[src/rtl/trace_dispatcher.sv]
// trace_dispatcher: FIFO-buffered router for trace commands {cmd, addr}.
// Data ops go to the data-cache channel, fetches to the instruction-cache
// channel, clear/print are broadcast to both. Illegal codes are dropped and
// counted. Per-class access counters saturate; a completed clear zeroes them.
//
// state   | meaning
// --------+-------------------------------------------------------------
// IDLE    | FIFO empty, no valid asserted
// LOAD    | head of FIFO is registered onto its channel(s), or dropped
// UNI_D   | data-cache channel holds valid until d_ready
// UNI_I   | instruction-cache channel holds valid until i_ready
// BCAST   | both channels hold valid, each until its own handshake
module trace_dispatcher #(
  parameter int ADDR_W = 32,
  parameter int DEPTH  = 8,
  parameter int CNT_W  = 32
) (
  input  logic                     clk,
  input  logic                     rst,
  input  logic                     in_valid,
  output logic                     in_ready,
  input  logic [3:0]               in_cmd,
  input  logic [ADDR_W-1:0]        in_addr,
  output logic                     d_valid,
  input  logic                     d_ready,
  output logic [3:0]               d_cmd,
  output logic [ADDR_W-1:0]        d_addr,
  output logic                     i_valid,
  input  logic                     i_ready,
  output logic [3:0]               i_cmd,
  output logic [ADDR_W-1:0]        i_addr,
  output logic                     clear_pulse,
  output logic [$clog2(DEPTH):0]   level,
  output logic [CNT_W-1:0]         n_reads,
  output logic [CNT_W-1:0]         n_writes,
  output logic [CNT_W-1:0]         n_fetches,
  output logic [CNT_W-1:0]         n_illegal
);

  localparam int PTR_W = $clog2(DEPTH);
  localparam logic [PTR_W:0] LVL_FULL = (PTR_W+1)'(DEPTH);

  localparam logic [2:0] S_IDLE  = 3'd0;
  localparam logic [2:0] S_LOAD  = 3'd1;
  localparam logic [2:0] S_UNI_D = 3'd2;
  localparam logic [2:0] S_UNI_I = 3'd3;
  localparam logic [2:0] S_BCAST = 3'd4;

  localparam logic [1:0] CL_D = 2'd0;
  localparam logic [1:0] CL_I = 2'd1;
  localparam logic [1:0] CL_B = 2'd2;
  localparam logic [1:0] CL_X = 2'd3;

  function automatic logic [1:0] f_class(input logic [3:0] cmd);
    case (cmd)
      4'd0, 4'd1, 4'd3, 4'd4: return CL_D;
      4'd2:                   return CL_I;
      4'd8, 4'd9:             return CL_B;
      default:                return CL_X;
    endcase
  endfunction

  logic [3:0]        r_cmd_mem  [DEPTH];
  logic [ADDR_W-1:0] r_addr_mem [DEPTH];
  logic [PTR_W-1:0]  r_wptr;
  logic [PTR_W-1:0]  r_rptr;
  logic [PTR_W:0]    r_level;
  logic [2:0]        r_state;
  logic              r_d_done;
  logic              r_i_done;
  logic              r_d_valid;
  logic              r_i_valid;
  logic [3:0]        r_d_cmd;
  logic [3:0]        r_i_cmd;
  logic [ADDR_W-1:0] r_d_addr;
  logic [ADDR_W-1:0] r_i_addr;
  logic              r_clear_pulse;
  logic [CNT_W-1:0]  r_n_reads;
  logic [CNT_W-1:0]  r_n_writes;
  logic [CNT_W-1:0]  r_n_fetches;
  logic [CNT_W-1:0]  r_n_illegal;

  logic              w_full;
  logic              w_push;
  logic              w_pop;
  logic [3:0]        w_head_cmd;
  logic [ADDR_W-1:0] w_head_addr;
  logic [1:0]        w_head_cls;
  logic              w_d_hs;
  logic              w_i_hs;
  logic              w_d_done;
  logic              w_i_done;
  logic              w_bc_done;
  logic              w_drop;
  logic              w_clear;
  logic [PTR_W:0]    w_level_nxt;
  logic [2:0]        w_after_pop;

  assign w_full      = (r_level == LVL_FULL);
  assign w_push      = in_valid && !w_full;
  assign w_head_cmd  = r_cmd_mem[r_rptr];
  assign w_head_addr = r_addr_mem[r_rptr];
  assign w_head_cls  = f_class(w_head_cmd);

  // Broadcast completes once each channel has handshaken, now or earlier.
  assign w_d_hs    = r_d_valid && d_ready;
  assign w_i_hs    = r_i_valid && i_ready;
  assign w_d_done  = r_d_done || w_d_hs;
  assign w_i_done  = r_i_done || w_i_hs;
  assign w_bc_done = (r_state == S_BCAST) && w_d_done && w_i_done;
  assign w_drop    = (r_state == S_LOAD) && (w_head_cls == CL_X);
  assign w_clear   = w_bc_done && (w_head_cmd == 4'd8);

  // The head entry stays in the FIFO until its dispatch completes.
  assign w_pop = w_drop
              || ((r_state == S_UNI_D) && w_d_hs)
              || ((r_state == S_UNI_I) && w_i_hs)
              || w_bc_done;

  assign w_level_nxt = r_level + {{PTR_W{1'b0}}, w_push} - {{PTR_W{1'b0}}, w_pop};
  assign w_after_pop = (w_level_nxt != '0) ? S_LOAD : S_IDLE;

  assign in_ready    = !w_full;
  assign level       = r_level;
  assign d_valid     = r_d_valid;
  assign d_cmd       = r_d_cmd;
  assign d_addr      = r_d_addr;
  assign i_valid     = r_i_valid;
  assign i_cmd       = r_i_cmd;
  assign i_addr      = r_i_addr;
  assign clear_pulse = r_clear_pulse;
  assign n_reads     = r_n_reads;
  assign n_writes    = r_n_writes;
  assign n_fetches   = r_n_fetches;
  assign n_illegal   = r_n_illegal;

  // FIFO storage; contents need no reset since occupancy gates every read.
  always_ff @(posedge clk) begin
    if (w_push) begin
      r_cmd_mem[r_wptr]  <= in_cmd;
      r_addr_mem[r_wptr] <= in_addr;
    end
  end

  // FIFO pointers and occupancy.
  always_ff @(posedge clk or negedge rst) begin
    if (!rst) begin
      r_wptr  <= '0;
      r_rptr  <= '0;
      r_level <= '0;
    end else begin
      if (w_push) r_wptr <= r_wptr + PTR_W'(1);
      if (w_pop)  r_rptr <= r_rptr + PTR_W'(1);
      r_level <= w_level_nxt;
    end
  end

  // Dispatch FSM and registered channel outputs.
  always_ff @(posedge clk or negedge rst) begin
    if (!rst) begin
      r_state       <= S_IDLE;
      r_d_done      <= 1'b0;
      r_i_done      <= 1'b0;
      r_d_valid     <= 1'b0;
      r_i_valid     <= 1'b0;
      r_d_cmd       <= '0;
      r_i_cmd       <= '0;
      r_d_addr      <= '0;
      r_i_addr      <= '0;
      r_clear_pulse <= 1'b0;
    end else begin
      r_clear_pulse <= w_clear;
      case (r_state)
        S_IDLE: begin
          if (r_level != '0) r_state <= S_LOAD;
        end
        S_LOAD: begin
          case (w_head_cls)
            CL_D: begin
              r_d_valid <= 1'b1;
              r_d_cmd   <= w_head_cmd;
              r_d_addr  <= w_head_addr;
              r_state   <= S_UNI_D;
            end
            CL_I: begin
              r_i_valid <= 1'b1;
              r_i_cmd   <= w_head_cmd;
              r_i_addr  <= w_head_addr;
              r_state   <= S_UNI_I;
            end
            CL_B: begin
              r_d_valid <= 1'b1;
              r_d_cmd   <= w_head_cmd;
              r_d_addr  <= w_head_addr;
              r_i_valid <= 1'b1;
              r_i_cmd   <= w_head_cmd;
              r_i_addr  <= w_head_addr;
              r_d_done  <= 1'b0;
              r_i_done  <= 1'b0;
              r_state   <= S_BCAST;
            end
            default: r_state <= w_after_pop;
          endcase
        end
        S_UNI_D: begin
          if (w_d_hs) begin
            r_d_valid <= 1'b0;
            r_state   <= w_after_pop;
          end
        end
        S_UNI_I: begin
          if (w_i_hs) begin
            r_i_valid <= 1'b0;
            r_state   <= w_after_pop;
          end
        end
        S_BCAST: begin
          if (w_d_hs) r_d_valid <= 1'b0;
          if (w_i_hs) r_i_valid <= 1'b0;
          if (w_bc_done) begin
            r_d_done <= 1'b0;
            r_i_done <= 1'b0;
            r_state  <= w_after_pop;
          end else begin
            r_d_done <= w_d_done;
            r_i_done <= w_i_done;
          end
        end
        default: r_state <= S_IDLE;
      endcase
    end
  end

  // Saturating statistics; a completed clear takes priority over any increment.
  always_ff @(posedge clk or negedge rst) begin
    if (!rst) begin
      r_n_reads   <= '0;
      r_n_writes  <= '0;
      r_n_fetches <= '0;
      r_n_illegal <= '0;
    end else if (w_clear) begin
      r_n_reads   <= '0;
      r_n_writes  <= '0;
      r_n_fetches <= '0;
      r_n_illegal <= '0;
    end else begin
      if ((r_state == S_UNI_D) && w_d_hs && (w_head_cmd == 4'd0) && (r_n_reads != '1))
        r_n_reads <= r_n_reads + CNT_W'(1);
      if ((r_state == S_UNI_D) && w_d_hs && (w_head_cmd == 4'd1) && (r_n_writes != '1))
        r_n_writes <= r_n_writes + CNT_W'(1);
      if ((r_state == S_UNI_I) && w_i_hs && (r_n_fetches != '1))
        r_n_fetches <= r_n_fetches + CNT_W'(1);
      if (w_drop && (r_n_illegal != '1))
        r_n_illegal <= r_n_illegal + CNT_W'(1);
    end
  end

endmodule

[config.mk]
export PLATFORM = sky130hd
export DESIGN_NAME = trace_dispatcher
export DESIGN_NICKNAME = d
export VERILOG_FILES = /design/src/rtl/trace_dispatcher.sv
export SDC_FILE = /design/constraint.sdc
export NUM_CORES = 1
export LEC_CHECK = 0
export CAP_MARGIN = 10
export CORE_UTILIZATION = 55
export CTS_BUF_LIST = sky130_fd_sc_hd__clkbuf_8
export CTS_CLUSTER_DIAMETER = 80
export CTS_CLUSTER_SIZE = 14
export DETAILED_ROUTE_END_ITERATION = 7
export HOLD_SLACK_MARGIN = 0.05
export PLACE_DENSITY = 0.77
export SLEW_MARGIN = 40
export SYNTH_ARGS = -nofsm -noshare
export SYNTH_HDL_FRONTEND = slang
export SYNTH_SLANG_ARGS = --single-unit
[constraint.sdc]
create_clock -name clk -period 5.2 [get_ports clk]
set_clock_uncertainty 0.1 [all_clocks]
set_input_delay 1.3 -clock clk [delete_from_list [all_inputs] [get_ports clk]]
set_output_delay 1.3 -clock clk [all_outputs]
set_load 0.02 [all_outputs]
* Yosys cells after proc, flatten, opt, wreduce, memory -nomap -nowiden
Memory sizes are Yosys's and may differ from the RTL's.
Index checks and enable logic that the tools add are counted.
** Storage, ports and cells
- Logic and storage cells :: 128
- Latch bits :: 0
- RAM bits :: 288
- ROM bits :: 0
- Memories :: 2
- Bits of input ports :: 41
- Bits in registers :: 218
- Output and inout bits :: 208
** Memory list
- r_addr_mem :: depth 8, bits a word 32, read ports 1, clocked after memory_dff 0, wr ports 1, RTL line 64 : logic [ADDR_W-1:0] r_addr_mem [DEPTH];
- r_cmd_mem :: depth 8, bits a word 4, read ports 1, clocked after memory_dff 0, wr ports 1, RTL line 63 : logic [3:0] r_cmd_mem [DEPTH];
** Cells by class
- Div/mod/pow operators :: 0
- $lt $le $gt $ge :: 0
- Muxes and demuxes :: 29
- $mul :: 0
- $add $sub $neg :: 8
- Shift-type cells :: 0
- Bitwise logic cells :: 0
- Reductions and logical operators :: 45
- Equality and inequality tests :: 27
** Operator list (count)
- 32-bit 2-to-1 mux :: 8
- 32-bit by 1-bit adder with 32-bit output (second input constant) :: 4
- 32-bit inequality test (second input constant) :: 4
- 1-bit logical AND :: 15
- 3-bit case mux with 5 select lines :: 1
- 2-bit nonzero test :: 7
- 4-bit == test (second input constant) :: 3
- 3-bit 2-to-1 mux :: 4
- 2-bit inequality test (second input constant) :: 6
- 1-bit 2-to-1 mux :: 10
- 2-bit OR reduction :: 5
- 3-bit case mux with 3 select lines :: 1
- 4-bit by 2-bit == test with 1-bit output (second input constant) :: 2
- 1-bit case mux with 2 select lines :: 4
- 4-bit nonzero test :: 2
- 3-bit by 1-bit adder with 3-bit output (second input constant) :: 2
- 3-bit by 2-bit == test with 1-bit output (second input constant) :: 2
- 2-bit by 1-bit inequality test with 1-bit output (second input constant) :: 3
- 2-bit case mux with 3 select lines :: 1
- 2-bit AND reduction :: 3
- 3-bit AND reduction :: 2
- 1-bit logical OR :: 5
- 4-bit by 1-bit adder with 4-bit output :: 1
- 2-bit == test (second input constant) :: 2
- other kinds (12) :: 12

* Longest topological paths before layout
An unclocked memory read counts as a cell.
- Depth after elaboration :: 14
- Gate-level depth with buffers :: 17
- Gate-level depth less buffers :: 16

* Worst setup path after synthesis
No wires, ideal clock.
- Path kind :: input to register
- From :: in in_valid
- To :: mem r_addr_mem[0][0], enable pin
- Setup slack :: 437 ps
- Stages :: 3
- Required time :: 4626 ps
- Setup time :: 474 ps
- Path buffers :: 0
- Arrival :: 4189 ps
- Path through :: nand2_1 > or2_2 > nor3_1
** On the way
- Word-level cells in the longest chain between the ends :: 3
** RTL lines
- from (decl) :: RTL line 20 : input logic in_valid,
- 1-bit logical AND :: RTL line 100 : assign w_push = in_valid && !w_full;
- 1-bit 2-to-1 mux :: RTL line 139 : if (w_push) begin
- 1-bit 2-to-1 mux (implied by the code) :: RTL line 141 : r_addr_mem[r_wptr] <= in_addr;
- to (decl) :: RTL line 64
No other way between the ends.

* Worst setup path after layout
- From :: reg r_rptr[0]
- To :: reg r_state[0]
** On the way
- Word-level cells in the longest chain between the ends :: 14
- Elaborated cells between the ends (all ways) :: 27
- Classes of those cells :: add/sub: 1; eq/ne: 9; mux: 7; reduce/logical: 9; memory: 1
** RTL lines
- from (decl) :: RTL line 66 : logic [PTR_W-1:0] r_rptr;
- from (signal assigned) :: RTL line 153 : if (w_pop) r_rptr <= r_rptr + PTR_W'(1);
- memory read 8 x 4 bit *
- 4-bit by 1-bit == test with 1-bit output, or another cell as far along :: RTL line 55 : case (cmd)
- 4-bit OR reduction / 2-bit OR reduction (equally long branches) :: RTL line 55
- 2-bit case mux with 3 select lines * :: RTL line 55
- 2-bit == test * :: RTL line 111 : assign w_drop = (r_state == S_LOAD) && (w_head_cls == CL_X);
- 1-bit logical AND * :: RTL line 111
- 1-bit logical OR * :: RTL line 116 : || ((r_state == S_UNI_D) && w_d_hs)
- 1-bit logical OR * :: RTL line 117 : || ((r_state == S_UNI_I) && w_i_hs)
- 1-bit logical OR * :: RTL line 118 : || w_bc_done;
- net w_pop :: RTL line 85 : logic w_pop;
- 4-bit by 1-bit subtractor with 4-bit output * :: RTL line 120 : assign w_level_nxt = r_level + {{PTR_W{1'b0}}, w_push} - {{PTR_W{1'b0}}, w_pop};
- net w_level_nxt[2] :: RTL line 96 : logic [PTR_W:0] w_level_nxt;
- 4-bit nonzero test * :: RTL line 121 : assign w_after_pop = (w_level_nxt != '0) ? S_LOAD : S_IDLE;
- 1-bit 2-to-1 mux * :: RTL line 121
- 3-bit case mux with 3 select lines, or another cell as far along :: RTL line 178 : case (w_head_cls)
- 3-bit case mux with 5 select lines * :: RTL line 173 : case (r_state)
- to (signal assigned) :: RTL line 202 : default: r_state <= w_after_pop;
- to (signal assigned) :: RTL line 208 : r_state <= w_after_pop;
- to (signal assigned) :: RTL line 214 : r_state <= w_after_pop;
- to (decl) :: RTL line 68 : logic [2:0] r_state;
Mark *: on every way through the listed nets, which the timed path passes. The rest lies on a longest branch. The select of a mux whose other input is x is not followed.
A chain may end at the register's enable or synchronous reset.

==> flow_summary_export.csv <==
group,metric,value,unit
outcome,status,"complete, no violations",
floorplan,core_area,0.0386,sq mm
detailed_routing,drt_iter0_drc,1038,
power,p_per_area,503,mW/mm^2
placed_design,dpl_cell_area,0.0248,sq mm
synthesis,synth-main-ff-cell,"edfxtp_1",
timing,tightest_slew,791,ps
final_layout,fin_area,0.0256,sq mm
power,power.total,12.9,mW
global_routing,grt_pass1_wl,75200,um
synthesis,synth_area_leaders,"edfxtp_1 40%, dfrtp_1 25%, mux4_2 7.5%",
placed_design,dp_slack,346,ps
floorplan,fp-row-count,72,
critical_path,crit_fanout,10,
placed_design,dpl.hpwl,31700,um
floorplan,initial_core_util,0.558,
critical_path,reg2reg_from,"r_rptr[0]",
final_layout,fin_nets,1799,
clock_tree,htreeDepth,2,
clock_tree,root_buffer,"clkbuf_8",
detailed_routing,drtAntennaViolNets,0,
critical_path,r2r_cells,16,
floorplan,ios,249,
timing,fmax,0.211,GHz
final_layout,regArea,0.0141,sq mm
global_routing,grt_max_degree,92,
clock_tree,cts_tree,"built",
clock_tree,cts-buffers-inserted,42,
synthesis,synth_area,0.0216,sq mm
critical_path,arrival,5130,ps
critical_path,cp_data_required_time,5600,ps
floorplan,die_width,200,um
timing,finalCritPeriodShare,0.909,
synthesis,synth_area_per_cell,14.5,sq um
global_routing,antenna_found_initial,4,
clock_tree,cts.sink_count,506,
timing,setup_tns,0,ps
final_layout,final.fill_count,2695,
critical_path,r2r-end,"r_state[0]",
detailed_routing,routed_wl,48300,um
global_routing,grt.overflow.total,0,
placed_design,portBuffers,248,
synthesis,yosys.cell_count.top_type,"edfxtp_1",
worst_hold_path,hold_end,"d_addr[18]",
synthesis,synth_enable_flop_cells,288,
final_layout,area_growth_syn_to_layout,18.8,%
synthesis,synth_common_cells,"288 x edfxtp_1, 218 x dfrtp_1, 106 x mux2_2, 106 x nor2_1, 73 x nand2_1",
synthesis,synth_cells,1484,
placed_design,routabilityCongestion,0.852,
timing,timing.final.hold_violations,0,
timing,setup_violations,0,
synthesis,syn-num-nets,1542,
global_routing,grt_pass1_vias,13500,
detailed_routing,drc,0,
worst_hold_path,holdPathStages,1,
timing,slew_viol_final,0,
floorplan,die_h,200,um
timing,fin_ws,471,ps
worst_hold_path,hp-start,"d_addr[18]",
timing,grt_setup_unrepaired,"false",
global_routing,grtUsageTotal,0.246,
timing,period_needed,4730,ps
final_layout,final_util,0.663,
detailed_routing,firstDrtPassIters,5,
synthesis,ys_ff_latch,506,
synthesis,yosys_warnings,0,
final_layout,drive_gt1_frac,0.164,
synthesis,synth_cell_types,51,
clock_tree,clk_pin_slew,100,ps
detailed_routing,route.vias.total,13600,
worst_hold_path,min_path_type,"reg -> reg",
critical_path,rrSetupSlack,470,ps
detailed_routing,routed_via_density,5.92,
power,leakagePower,9.37,nW
critical_path,critical_path_class,"reg -> reg",
final_layout,multi_input_area,0.00718,sq mm
clock_tree,clock_latency,640,ps
flow_run,cap_violations,0,
power,peakVddDrop,0.000385,V
detailed_routing,avgRoutedWirePerCell,21.1,um
floorplan,die_area,0.0400,sq mm
synthesis,yosysTopAreaCellShare,0.401,
synthesis,yosysTopAreaCell,"edfxtp_1",
critical_path,crit_path_end_kind,"flop",
synthesis,seq_area_frac_synth,0.654,
critical_path,cp-start-kind,"flop",
synthesis,async_flop_share,0.431,
timing,maxSlewHeadroom,0.471,
clock_tree,clockBufferDepth,3,
-- layout by cell type, fill, tap and decap left out, types with 30 or more instances in the layout --
master | synthesis | final
clkdlybuf4s50_1 | 0 | 247
mux2_2 | 106 | 106
xor2_1 | 43 | 43
mux4_2 | 72 | 72
nand2_1 | 73 | 73
nor2_1 | 106 | 99
nand4_1 | 52 | 52
inv_1 | 25 | 49
nand3_1 | 60 | 59
edfxtp_1 | 288 | 288
clkbuf_8 | 0 | 44
buf_4 | 0 | 34
a21oi_1 | 48 | 48
xnor2_1 | 39 | 39
dfrtp_1 | 218 | 215
or4_1 | 30 | 30
-- through the flow --
stage,cells,hold slack (ps)
floorplan,1484,348
global placement,2213,385
detailed placement,2214,392
CTS,2286,412
global route,2287,429
finish,2288,410
-- where the power goes --
part | switching [mW] | internal (mW) | total (mW)
clock network | 1.29 | 0.796 | 2.09
logic | 2.76 | 2.46 | 5.23
registers | 0.489 | 5.07 | 5.56
total | 4.54 | 8.33 | 12.9
-- state kept, by name (all words and copies together), names as in the netlist, 4 cells and up --
name / flops
r_addr_mem: 256
d_addr: 32
i_addr: 32
n_fetches: 32
n_illegal: 32
n_reads: 32
n_writes: 32
r_cmd_mem: 32
d_cmd: 4
i_cmd: 4
level: 4
-- cell type report --
| class | count | share of cell area |
|---|---|---|
| Timing Repair Buffer | 287 | 0.111 |
| Tap cell | 518 | 0.0253 |
| Antenna cell | 1 | 0.0000977 |
| Inverter | 25 | 0.00371 |
| Multi-Input combinational cell | 879 | 0.280 |
| Clock inverter | 28 | 0.00528 |
| Sequential cell | 506 | 0.551 |
| Clock buffer | 44 | 0.0236 |
-- kinds of logic (layout without fill, tap and decap cells) --
family | Yosys count | in the layout | synth area share
multiplexers | 192 | 192 | 0.137
flip-flops | 506 | 506 | 0.654
adder cells (fa/ha/maj) | 17 | 17 | 0.0102
XOR/XNOR | 82 | 82 | 0.0333
buffers and inverters | 99 | 384 | 0.0177
other | 0 | 1 | 0
AO/OA/AOI/OAI | 114 | 114 | 0.0314
AND/OR/NAND/NOR | 474 | 474 | 0.116
-- timing repair --
| action | 4_1_cts | 5_1_grt |
|---|---|---|
| setup endpoints to repair | 0 | 1 |
| buffers inserted | 0 | 1 |
| endpoints found under the hold margin | 0 | 0 |
| hold buffers | 0 | 0 |
| gates resized for setup | 0 | 3 |
-- worst max path at each step --
stage                     startpoint                to  cells past startpoint
after floorplan             in_valid  r_addr_mem[0][0]                      3
after global placement     r_rptr[2]        r_state[0]                     16
after global routing       r_rptr[0]        r_state[0]                     16
final                      r_rptr[0]        r_state[0]                     16
after CTS                  r_rptr[1]        r_state[0]                     16
after detailed placement   r_rptr[2]        r_state[0]                     16
-- layer usage --
layer / GRT usage / part of all wire / up-vias
li1: - / - / 6134
met1: 0.344 / 0.43 / 6861
met2: 0.394 / 0.48 / 476
met3: 0.0538 / 0.071 / 74
met4: 0.0656 / 0.019 / 6
met5: 0 / 0.00089 / -
-- critical path, stage by stage (launching register included) --
cell	delay (ps)
dfrtp_4	550
mux4_2	530
mux2_2	350
nor4_1	440
inv_1	190
ha_1	330
a31oi_1	340
inv_1	90
ha_1	280
inv_1	40
ha_1	200
fa_1	370
xor2_1	180
nor3_2	220
a21boi_0	120
o21ai_0	160
o211ai_1	100
(Power assumes the default switching activity.)
